## config.mk

```make
export PLATFORM = sky130hd
export DESIGN_NAME = csr_trap_ctrl
export DESIGN_NICKNAME = d
export VERILOG_FILES = /design/src/rtl/csr_pkg.sv /design/src/rtl/csr_port_arb.sv /design/src/rtl/csr_trap_ctrl.sv
export SDC_FILE = /design/constraint.sdc
export NUM_CORES = 1
export LEC_CHECK = 0
export CAP_MARGIN = 30
export CORE_ASPECT_RATIO = 1.25
export CORE_MARGIN = 2
export CORE_UTILIZATION = 46
export DETAILED_ROUTE_END_ITERATION = 10
export PLACE_DENSITY_LB_ADDON = 0.1
export SETUP_SLACK_MARGIN = 0.4
export SLEW_MARGIN = 5
export SYNTH_ARGS = -nofsm -noshare
export SYNTH_HDL_FRONTEND = slang
export SYNTH_HIERARCHICAL = 1
export SYNTH_SLANG_ARGS = --single-unit
```

## constraint.sdc

```tcl
create_clock -name clk -period 6.5 [get_ports clk]
set_clock_uncertainty 0.05 [all_clocks]
set_input_delay 1.95 -clock clk [delete_from_list [all_inputs] [get_ports clk]]
set_output_delay 1.95 -clock clk [all_outputs]
set_load 0.02 [all_outputs]
```

## src/rtl/csr_pkg.sv

```systemverilog
// Shared CSR addresses, mstatus field positions and the trap/return sequencer states.
package csr_pkg;

   localparam logic [11:0] CSR_MSTATUS = 12'h300;
   localparam logic [11:0] CSR_MTVEC   = 12'h305;
   localparam logic [11:0] CSR_MEPC    = 12'h341;
   localparam logic [11:0] CSR_MCAUSE  = 12'h342;
   localparam logic [11:0] CSR_MTVAL   = 12'h343;

   localparam int unsigned MSTATUS_MIE    = 3;
   localparam int unsigned MSTATUS_MPIE   = 7;
   localparam int unsigned MSTATUS_MPP_LO = 11;
   localparam int unsigned MSTATUS_MPP_HI = 12;

   typedef enum logic [3:0] {
      ST_IDLE,
      ST_W_MEPC,
      ST_W_MCAUSE,
      ST_W_MTVAL,
      ST_W_MSTATUS,
      ST_R_MTVEC,
      ST_R_MEPC,
      ST_W_MSTATUS_RET,
      ST_DONE
   } trap_state_e;

endpackage

```

## src/rtl/csr_port_arb.sv

```systemverilog
// Combinational owner select for the single CSR port: a Zicsr access wins only in an
// idle cycle with no trap/mret request, otherwise the sequencer drives the port.
module csr_port_arb #(
   parameter int unsigned XLEN   = 32,
   parameter int unsigned CSR_AW = 12
) (
   input  logic              idle_i,
   input  logic              trap_req_i,
   input  logic              mret_req_i,
   input  logic              inst_valid_i,
   input  logic              inst_we_i,
   input  logic [CSR_AW-1:0] inst_addr_i,
   input  logic [XLEN-1:0]   inst_wdata_i,
   input  logic              fsm_we_i,
   input  logic [CSR_AW-1:0] fsm_addr_i,
   input  logic [XLEN-1:0]   fsm_wdata_i,
   output logic              grant_o,
   output logic              csr_we_o,
   output logic [CSR_AW-1:0] csr_addr_o,
   output logic [XLEN-1:0]   csr_wdata_o
);

   always_comb begin
      grant_o     = idle_i & ~trap_req_i & ~mret_req_i & inst_valid_i;
      csr_we_o    = grant_o ? inst_we_i    : fsm_we_i;
      csr_addr_o  = grant_o ? inst_addr_i  : fsm_addr_i;
      csr_wdata_o = grant_o ? inst_wdata_i : fsm_wdata_i;
   end

endmodule

```

## src/rtl/csr_trap_ctrl.sv

```systemverilog
// Trap/return sequencer for ecall and mret, sharing the CSR port with Zicsr accesses.
// Define CSR_TRAP_MTVAL_EN to add the mtval write state to the trap path.
module csr_trap_ctrl
   import csr_pkg::*;
#(
   parameter int unsigned XLEN   = 32,
   parameter int unsigned CSR_AW = 12
) (
   input  logic              clk,
   input  logic              rstn,
   input  logic              trap_req,
   input  logic [XLEN-1:0]   trap_pc,
   input  logic [XLEN-1:0]   trap_cause,
   input  logic [XLEN-1:0]   trap_tval,
   input  logic              mret_req,
   input  logic              inst_csr_valid,
   input  logic              inst_csr_we,
   input  logic [CSR_AW-1:0] inst_csr_addr,
   input  logic [XLEN-1:0]   inst_csr_wdata,
   output logic              inst_csr_grant,
   output logic              csr_we,
   output logic [CSR_AW-1:0] csr_addr,
   output logic [XLEN-1:0]   csr_wdata,
   input  logic [XLEN-1:0]   csr_rdata,
   output logic              busy,
   output logic              redirect_valid,
   output logic [XLEN-1:0]   redirect_pc
);

   trap_state_e       state_q, state_d;
   logic [XLEN-1:0]   pc_q, cause_q, target_q;
   logic              busy_q, redir_q;
   logic              fsm_we;
   logic [CSR_AW-1:0] fsm_addr;
   logic [XLEN-1:0]   fsm_wdata;

`ifdef CSR_TRAP_MTVAL_EN
   logic [XLEN-1:0]   tval_q;
`else
   logic              unused_tval;
   assign unused_tval = ^trap_tval;
`endif

   always_comb begin
      state_d = state_q;
      case (state_q)
         ST_IDLE: begin
            if (trap_req)      state_d = ST_W_MEPC;
            else if (mret_req) state_d = ST_R_MEPC;
         end
         ST_W_MEPC:        state_d = ST_W_MCAUSE;
`ifdef CSR_TRAP_MTVAL_EN
         ST_W_MCAUSE:      state_d = ST_W_MTVAL;
`else
         ST_W_MCAUSE:      state_d = ST_W_MSTATUS;
`endif
         ST_W_MTVAL:       state_d = ST_W_MSTATUS;
         ST_W_MSTATUS:     state_d = ST_R_MTVEC;
         ST_R_MTVEC:       state_d = ST_DONE;
         ST_R_MEPC:        state_d = ST_W_MSTATUS_RET;
         ST_W_MSTATUS_RET: state_d = ST_DONE;
         default:          state_d = ST_IDLE;
      endcase
   end

   // mstatus updates are read-modify-write within one cycle using the combinational read.
   always_comb begin
      fsm_we    = 1'b0;
      fsm_addr  = '0;
      fsm_wdata = '0;
      case (state_q)
         ST_W_MEPC: begin
            fsm_we    = 1'b1;
            fsm_addr  = CSR_AW'(CSR_MEPC);
            fsm_wdata = {pc_q[XLEN-1:2], 2'b00};
         end
         ST_W_MCAUSE: begin
            fsm_we    = 1'b1;
            fsm_addr  = CSR_AW'(CSR_MCAUSE);
            fsm_wdata = cause_q;
         end
`ifdef CSR_TRAP_MTVAL_EN
         ST_W_MTVAL: begin
            fsm_we    = 1'b1;
            fsm_addr  = CSR_AW'(CSR_MTVAL);
            fsm_wdata = tval_q;
         end
`endif
         ST_W_MSTATUS: begin
            fsm_we                                   = 1'b1;
            fsm_addr                                 = CSR_AW'(CSR_MSTATUS);
            fsm_wdata                                = csr_rdata;
            fsm_wdata[MSTATUS_MPIE]                  = csr_rdata[MSTATUS_MIE];
            fsm_wdata[MSTATUS_MIE]                   = 1'b0;
            fsm_wdata[MSTATUS_MPP_HI:MSTATUS_MPP_LO] = 2'b11;
         end
         ST_R_MTVEC: fsm_addr = CSR_AW'(CSR_MTVEC);
         ST_R_MEPC:  fsm_addr = CSR_AW'(CSR_MEPC);
         ST_W_MSTATUS_RET: begin
            fsm_we                                   = 1'b1;
            fsm_addr                                 = CSR_AW'(CSR_MSTATUS);
            fsm_wdata                                = csr_rdata;
            fsm_wdata[MSTATUS_MIE]                   = csr_rdata[MSTATUS_MPIE];
            fsm_wdata[MSTATUS_MPIE]                  = 1'b1;
            fsm_wdata[MSTATUS_MPP_HI:MSTATUS_MPP_LO] = 2'b11;
         end
         default: ;
      endcase
   end

   always_ff @(posedge clk or negedge rstn) begin
      if (!rstn) begin
         state_q  <= ST_IDLE;
         pc_q     <= '0;
         cause_q  <= '0;
         target_q <= '0;
         busy_q   <= 1'b0;
         redir_q  <= 1'b0;
`ifdef CSR_TRAP_MTVAL_EN
         tval_q   <= '0;
`endif
      end else begin
         state_q <= state_d;
         busy_q  <= (state_d != ST_IDLE);
         redir_q <= (state_d == ST_DONE);
         if (state_q == ST_IDLE && trap_req) begin
            pc_q    <= trap_pc;
            cause_q <= trap_cause;
`ifdef CSR_TRAP_MTVAL_EN
            tval_q  <= trap_tval;
`endif
         end
         if (state_q == ST_R_MTVEC) target_q <= {csr_rdata[XLEN-1:2], 2'b00};
         if (state_q == ST_R_MEPC)  target_q <= csr_rdata;
      end
   end

   assign busy           = busy_q;
   assign redirect_valid = redir_q;
   assign redirect_pc    = redir_q ? target_q : '0;

   csr_port_arb #(
      .XLEN   (XLEN),
      .CSR_AW (CSR_AW)
   ) u_arb (
      .idle_i       (state_q == ST_IDLE),
      .trap_req_i   (trap_req),
      .mret_req_i   (mret_req),
      .inst_valid_i (inst_csr_valid),
      .inst_we_i    (inst_csr_we),
      .inst_addr_i  (inst_csr_addr),
      .inst_wdata_i (inst_csr_wdata),
      .fsm_we_i     (fsm_we),
      .fsm_addr_i   (fsm_addr),
      .fsm_wdata_i  (fsm_wdata),
      .grant_o      (inst_csr_grant),
      .csr_we_o     (csr_we),
      .csr_addr_o   (csr_addr),
      .csr_wdata_o  (csr_wdata)
   );

endmodule

```

==> metrics.md, run 1 <==
| Metric | Value |
|---|---|
| Outcome | `finished, final reports clean` |
| Final min period | `6.05 ns` |
| Hold_buf cts | `0` |
| CTS root buf | `clkbuf_16` |
| Routed WL | `14200 microns` |
| Net Switching | `1.37 mW` |
| Setup crit end kind | `output port` |
| WP data required | `4.50 ns` |
| Layout cells sized above 1 | `0.261` |
| Worst-path cell chain | `clkdlybuf4s50_1 -> and4bb_4 -> buf_12 -> mux2_4 -> clkdlybuf4s50_1` |
| Comb pwr share | `0.567` |
| Rows | `45` |
| Syn Inst Count | `436` |
| DR pass1 iterations | `4` |
| GRT Overall Usage | `0.216` |
| Sequential-to-total area share from yosys stat | `0.440` |
| Worst slew margin | `0.439` |
| Starting DRT DRC Count | `119` |
| Starting density of the core | `0.470` |
| CTS resizes | `0` |
| Largest net degree at the start of global routing | `67` |
| Async SR Flop Fraction | `1.00` |
| Syn_area_per_cell | `13.0 sq um` |
| Number of diodes | `0` |
| Post-Syn Area | `5690 sq um` |
| Grt total ovfl | `0` |
| Clk Latency, worst-skew pair | `0.34 ns` |
| Hold Fails Final Rpt | `0` |
| H-tree depth | `3` |
| RD Place Congestion | `0.745` |
| Delay-heaviest family, CP | `buffers and inverters` |
| Area grow syn2layout | `46.9%` |
| RSZ-0062 raised after global routing | `no` |
| Core Box Area | `12100 sq um` |
| Pint | `2.57 mW` |
| Global-route wire length before repair | `22100 microns` |
| Clk sink count | `100` |
| Post-DP HPWL | `10500 microns` |
| Via count | `4172` |
| CTS Buffer Depth | `2` |
| Yosys warns | `6` |
| Worst-Margin Slew | `0.841 ns` |
| # Max-Cap Violations | `0` |
| Fill cells | `926` |
| Initial antenna violation count | `0` |
| CP bufs+invs | `3` |
| Setup TNS | `0 ns` |
| PD cells | `471 nW/um^2` |
| Critical Path Start Type | `input pin` |
| PortBufs | `223` |
| Die area | `13300 sq um` |
| Final period util | `0.931` |
| Antenna viol nets, final | `0` |
| Post-synth top flop | `dfrtp_1` |
| Hold WS | `0.452 ns` |
| WL/cell | `17.2 microns` |
| CTS tree | `yes` |
| Synth unique cells | `36` |
| Layout Nets | `837` |
| Slew Limit Fails | `0` |
| CP dominant cell by count | `clkdlybuf4s50_1` |
| Yosys reg bits | `100` |
| Leakage power | `3.69 nW` |
| Maximum VDD drop | `0.211 mV` |
| Crit path kind | `in2out` |
| Worst-path cell with the longest stage delay | `clkdlybuf4s50_1` |
| Die Height | `128 microns` |
| Max incr delay on CP | `0.56 ns` |
| Switch share | `0.348` |
| Fmax | `0.165 GHz` |
| Residual DRC | `0` |
| Seq pwr share | `0.298` |
| Horiz. Die Dim | `103 microns` |
| CP arrival | `4.05 ns` |
| Clk network pwr share | `0.135` |
| # IOs | `258` |
| # setup viols final | `0` |
| Hold Path Class | `reg2reg` |
| Vias in the first global route | `4287` |
| Clk pin slew, worst setup/hold paths | `0.06 ns` |
| CP Max Fanout | `18` |
| Vias per cell | `5.04` |
| Post-synth EDFFs | `0` |
| CTS Buf Count | `9` |
-- stage by stage --
step | instances | setup slack (ns) | cell area (sq um) | power, mW | utilization
after floorplan | 441 | 1.62 | 5710 | 2.64 | -
after global placement | 806 | 0.437 | 7990 | 3.33 | 0.660
after detailed placement | 808 | 0.424 | 8030 | 3.42 | 0.663
after CTS | 823 | 0.404 | 8320 | 3.97 | 0.687
after global routing | 827 | 0.402 | 8350 | 4.16 | 0.690
final | 827 | 0.447 | 8350 | 3.93 | 0.690
-- placed cells by master (no fill, tap or decap), types with 2 or more instances in the layout --
| cell | netlist | layout |
|---|---|---|
| nand2b_1 | 7 | 7 |
| and2_1 | 32 | 32 |
| o21ai_0 | 27 | 27 |
| mux2_4 | 98 | 98 |
| buf_12 | 4 | 2 |
| dfrtp_1 | 100 | 100 |
| clkbuf_16 | 0 | 9 |
| o21ai_1 | 4 | 4 |
| conb_1 | 1 | 6 |
| nor3b_1 | 2 | 2 |
| nor2b_1 | 3 | 3 |
| a221o_1 | 2 | 2 |
| inv_1 | 27 | 27 |
| a22o_1 | 4 | 4 |
| a21oi_1 | 6 | 6 |
| mux2_2 | 39 | 39 |
| nand2_1 | 7 | 7 |
| a22oi_1 | 26 | 26 |
| clkinvlp_4 | 0 | 2 |
| clkdlybuf4s50_1 | 0 | 222 |
| nor2_1 | 6 | 6 |
| buf_4 | 2 | 12 |
-- logic make-up after synthesis --
| logic type | after synthesis | synth area share |
|---|---|---|
| AOI/OAI and AO/OA | 73 | 0.0819 |
| xor gates and xnor gates | 1 | 0.00286 |
| buffers and inverters | 58 | 0.0629 |
| DFF | 100 | 0.440 |
| muxes | 137 | 0.336 |
| other | 1 | 0.000659 |
| and+or+nand+nor | 66 | 0.0757 |
-- layer usage --
| metal | global-route usage | vias up | wire [microns] |
|---|---|---|---|
| met1 | 0.270 | 2047 | 5960 |
| met2 | 0.371 | 138 | 7160 |
| met5 | 0 | - | 0 |
| met3 | 0.0513 | 15 | 911 |
| met4 | 0.0611 | 0 | 197 |
| li1 | - | 1972 | - |
-- sequential cells by signal (all words and copies together) (netlist names) --
name            count
state_q             4
pc_q               30
target_q           32
busy                1
redirect_valid      1
cause_q            32
-- cell type report --
class | instances | area (sq um) | area share
flip-flops and latches | 100 | 2500 | 0.300
clock buffers | 11 | 243 | 0.0291
inverters | 27 | 101 | 0.0121
repair buffers | 238 | 2390 | 0.287
multi-input cells | 283 | 2860 | 0.342
well taps | 164 | 205 | 0.0246
clock inverters | 4 | 50.0 | 0.00599
-- final timing paths --
check | startpoint | to | slack (ns) | cells after the start
setup / recovery | trap_req | csr_wdata[17] | 0.45 | 5
hold / removal | target_q[19] | target_q[19] | 0.45 | 1
setup reg to reg | state_q[0] | pc_q[8] | 3.90 | 4
hold reg to reg | target_q[19] | target_q[19] | 0.45 | 1
max in group asynchronous | rstn | target_q[21] | 3.68 | 2
min in group asynchronous | rstn | target_q[10] | 1.50 | 1
-- synth_stat cells (all sizes together) (2+ instances only) --
master,instances,share of area
nor4b,2,0.0057
a221o,2,0.0035
nor4,2,0.0048
clkbuf,6,0.0040
a22o,4,0.0062
nor2,6,0.0040
dfrtp,100,0.44
nand2b,7,0.0077
mux2,137,0.34
buf,25,0.041
and2,32,0.035
a22oi,26,0.034
a21oi,6,0.0053
inv,27,0.018
o21ai,31,0.027
nor2b,3,0.0033
nor3b,2,0.0026
nand2,8,0.0066
-- repair_timing --
item | 4_1_cts | 5_1_grt
hold endpoints to repair | 0 | 0
setup endpoints to repair | 0 | 18
buffers inserted | 0 | 4
-- power groups by stage --
stage / clock network [mW] / logic, mW / registers (mW)
CTS: 0.545 / 2.25 / 1.17
detailed placement: 0 / 2.25 / 1.18
global route: 0.570 / 2.38 / 1.21
finish: 0.533 / 2.23 / 1.17
global placement: 0 / 2.17 / 1.17
floorplan: 0 / 1.57 / 1.08
Note: power is estimated with default switching activity, not from simulation.
==> run 2, diff against run 1 <==
--- a/config.mk
+++ b/config.mk
@@ -5,7 +5,7 @@
 export SDC_FILE = /design/constraint.sdc
 export NUM_CORES = 1
 export LEC_CHECK = 0
-export CAP_MARGIN = 30
+export CAP_MARGIN = 5
 export CORE_ASPECT_RATIO = 1.25
 export CORE_MARGIN = 2
 export CORE_UTILIZATION = 46
==> run 2 against run 1 <==
Net effect:
- setup slack improved by 0.0038 ns
- global-route usage is 0.27 points lower
- clock power rose by 8.6%
- non-clock buffer count shrank 2
- combinational power is 2% lower
- flip-flop and latch count unchanged
- wire length hardly changed
- worst hold slack lost 0.0020 ns
- power up 0.42%
- clock-buffer cell count up 1
- via count down 0.12%
==> metrics.md, run 2 (synthesis results as in run 1) <==
| Metric | Value |
|---|---|
| Outcome | `finished, final reports clean` |
| DR pass1 iterations | `4 (unchanged)` |
| Layout cells sized above 1 | `0.258 (-0.00263)` |
| Layout Nets | `835 (-0.24%)` |
| Crit path kind | `in2out` |
| Fmax | `0.165 GHz (about the same)` |
| Via count | `4167 (-0.12%)` |
| Hold Path Class | `reg2reg` |
| Clk sink count | `100 (unchanged)` |
| RD Place Congestion | `0.745 (unchanged)` |
| Vias in the first global route | `4309 (+0.51%)` |
| Residual DRC | `0 (unchanged)` |
| Setup crit end kind | `output port` |
| CTS Buf Count | `9 (unchanged)` |
| Core Box Area | `12100 sq um (unchanged)` |
| Critical Path Start Type | `input pin` |
| Post-route cell area | `8340 sq um (-0.19%)` |
| PD cells | `474 nW/um^2 (+0.62%)` |
| Hold Fails Final Rpt | `0 (unchanged)` |
| Horiz. Die Dim | `103 microns (unchanged)` |
| Initial antenna violation count | `0 (unchanged)` |
| Vias per cell | `5.04 (about the same)` |
| Fill cells | `914 (-1.3%)` |
| # Max-Cap Violations | `0 (unchanged)` |
| Slew Limit Fails | `0 (unchanged)` |
| GRT Overall Usage | `0.214 (-0.00266)` |
| Most common cell after layout, fill and taps aside | `clkdlybuf4s50_1` |
| Final min period | `6.05 ns (-0.00382 ns)` |
| CP Max Fanout | `18 (unchanged)` |
| CTS root buf | `clkbuf_16` |
| Global-route wire length before repair | `21800 microns (-1.3%)` |
| Multi-input gate area | `2860 sq um (unchanged)` |
| Largest net degree at the start of global routing | `67 (unchanged)` |
| CTS Buffer Depth | `2 (unchanged)` |
| Post-DP HPWL | `10200 microns (-2.7%)` |
| Hold_buf cts | `0 (unchanged)` |
| Grt total ovfl | `0 (unchanged)` |
| Starting DRT DRC Count | `132 (+11%)` |
| # setup viols final | `0 (unchanged)` |
| Worst-Margin Slew | `1.15 ns (+0.305 ns)` |
| Area grow syn2layout | `46.6%` |
| FF/Latch Area | `2500 sq um (unchanged)` |
| Leakage power | `3.69 nW (-0.11%)` |
| Starting density of the core | `0.470 (unchanged)` |
| Clk pin slew, worst setup/hold paths | `0.07 ns (about the same)` |
| Die Height | `128 microns (unchanged)` |
| PortBufs | `223 (unchanged)` |
| Die area | `13300 sq um (unchanged)` |
| # IOs | `258 (unchanged)` |
| Biggest regs | `cause_q (32), target_q (32), pc_q (30)` |
| Worst slew margin | `0.236 (-0.203)` |
| Fin util | `0.689 (-0.00134)` |
| Final period util | `0.931 (about the same)` |
| Antenna viol nets, final | `0 (unchanged)` |
| WL/cell | `17.2 microns (about the same)` |
| Routed WL | `14200 microns (about the same)` |
| Number of diodes | `0 (unchanged)` |
| CP arrival | `4.05 ns (about the same)` |
| CTS tree | `yes` |
| Clk Latency, worst-skew pair | `0.34 ns (about the same)` |
| Rows | `45 (unchanged)` |
| Most frequent cells in the layout | `222 x clkdlybuf4s50_1, 100 x dfrtp_1, 98 x mux2_4` |
| H-tree depth | `3 (unchanged)` |
| Setup TNS | `0 ns (unchanged)` |
| WP data required | `4.50 ns (about the same)` |
| RSZ-0062 raised after global routing | `no` |
| Area post-placement | `7990 sq um (-0.53%)` |
| Maximum VDD drop | `0.244 mV (+15%)` |
[run 2: report_power, final]
| group | internal, mW | switching, mW | total (mW) |
|---|---|---|---|
| combinational | 1.29 | 0.894 | 2.19 |
| clock | 0.348 | 0.232 | 0.579 |
| sequential | 0.942 | 0.240 | 1.18 |
[run 2: path summary, 6_finish.rpt]
check	slack, ns	end	startpoint	cells past startpoint
max reg2reg	3.88	pc_q[10]	state_q[0]	4
min reg2reg	0.45	target_q[6]	target_q[6]	1
max in group asynchronous	3.67	cause_q[22]	rstn	2
min in group asynchronous	1.49	target_q[10]	rstn	1
min	0.45	target_q[6]	target_q[6]	1
max	0.45	csr_wdata[17]	trap_req	5
[run 2: cell type report]
class                      instances  area share
clock buffer                      12      0.0296
sequential                       100       0.300
clock inverter                     4     0.00871
timing repair buffer             236       0.282
multi-input combinational        283       0.343
inverter                          27      0.0122
tap                              164      0.0246
[run 2: per-stage QoR]
stage          cells  setup slack, ns  power, mW  hold WS [ns]
2_1_floorplan    441             1.62       2.64         0.421
3_3_place_gp     806            0.437       3.33         0.430
3_5_place_dp     806            0.417       3.39         0.435
4_1_cts          822            0.413       3.98         0.451
5_1_grt          826            0.406       4.17         0.462
6_report         826            0.451       3.95         0.450
[run 2: repair_timing]
item / CTS / global route
buffers inserted: 0 / 4
endpoints found under the setup margin: 0 / 12
resized for setup: 0 / 0
[run 2: routing by layer]
layer,part of all wire,vias up,global-route usage
met5,0,-,0
met4,0.017,0,0.0720
li1,-,1960,-
met2,0.49,147,0.358
met1,0.42,2044,0.267
met3,0.070,16,0.0540
[run 2: worst max-delay path, stage by stage]
cell and delay, ns:
clkdlybuf4s50_1 0.50, and4bb_4 0.48, buf_12 0.21, mux2_4 0.31
clkdlybuf4s50_1 0.57
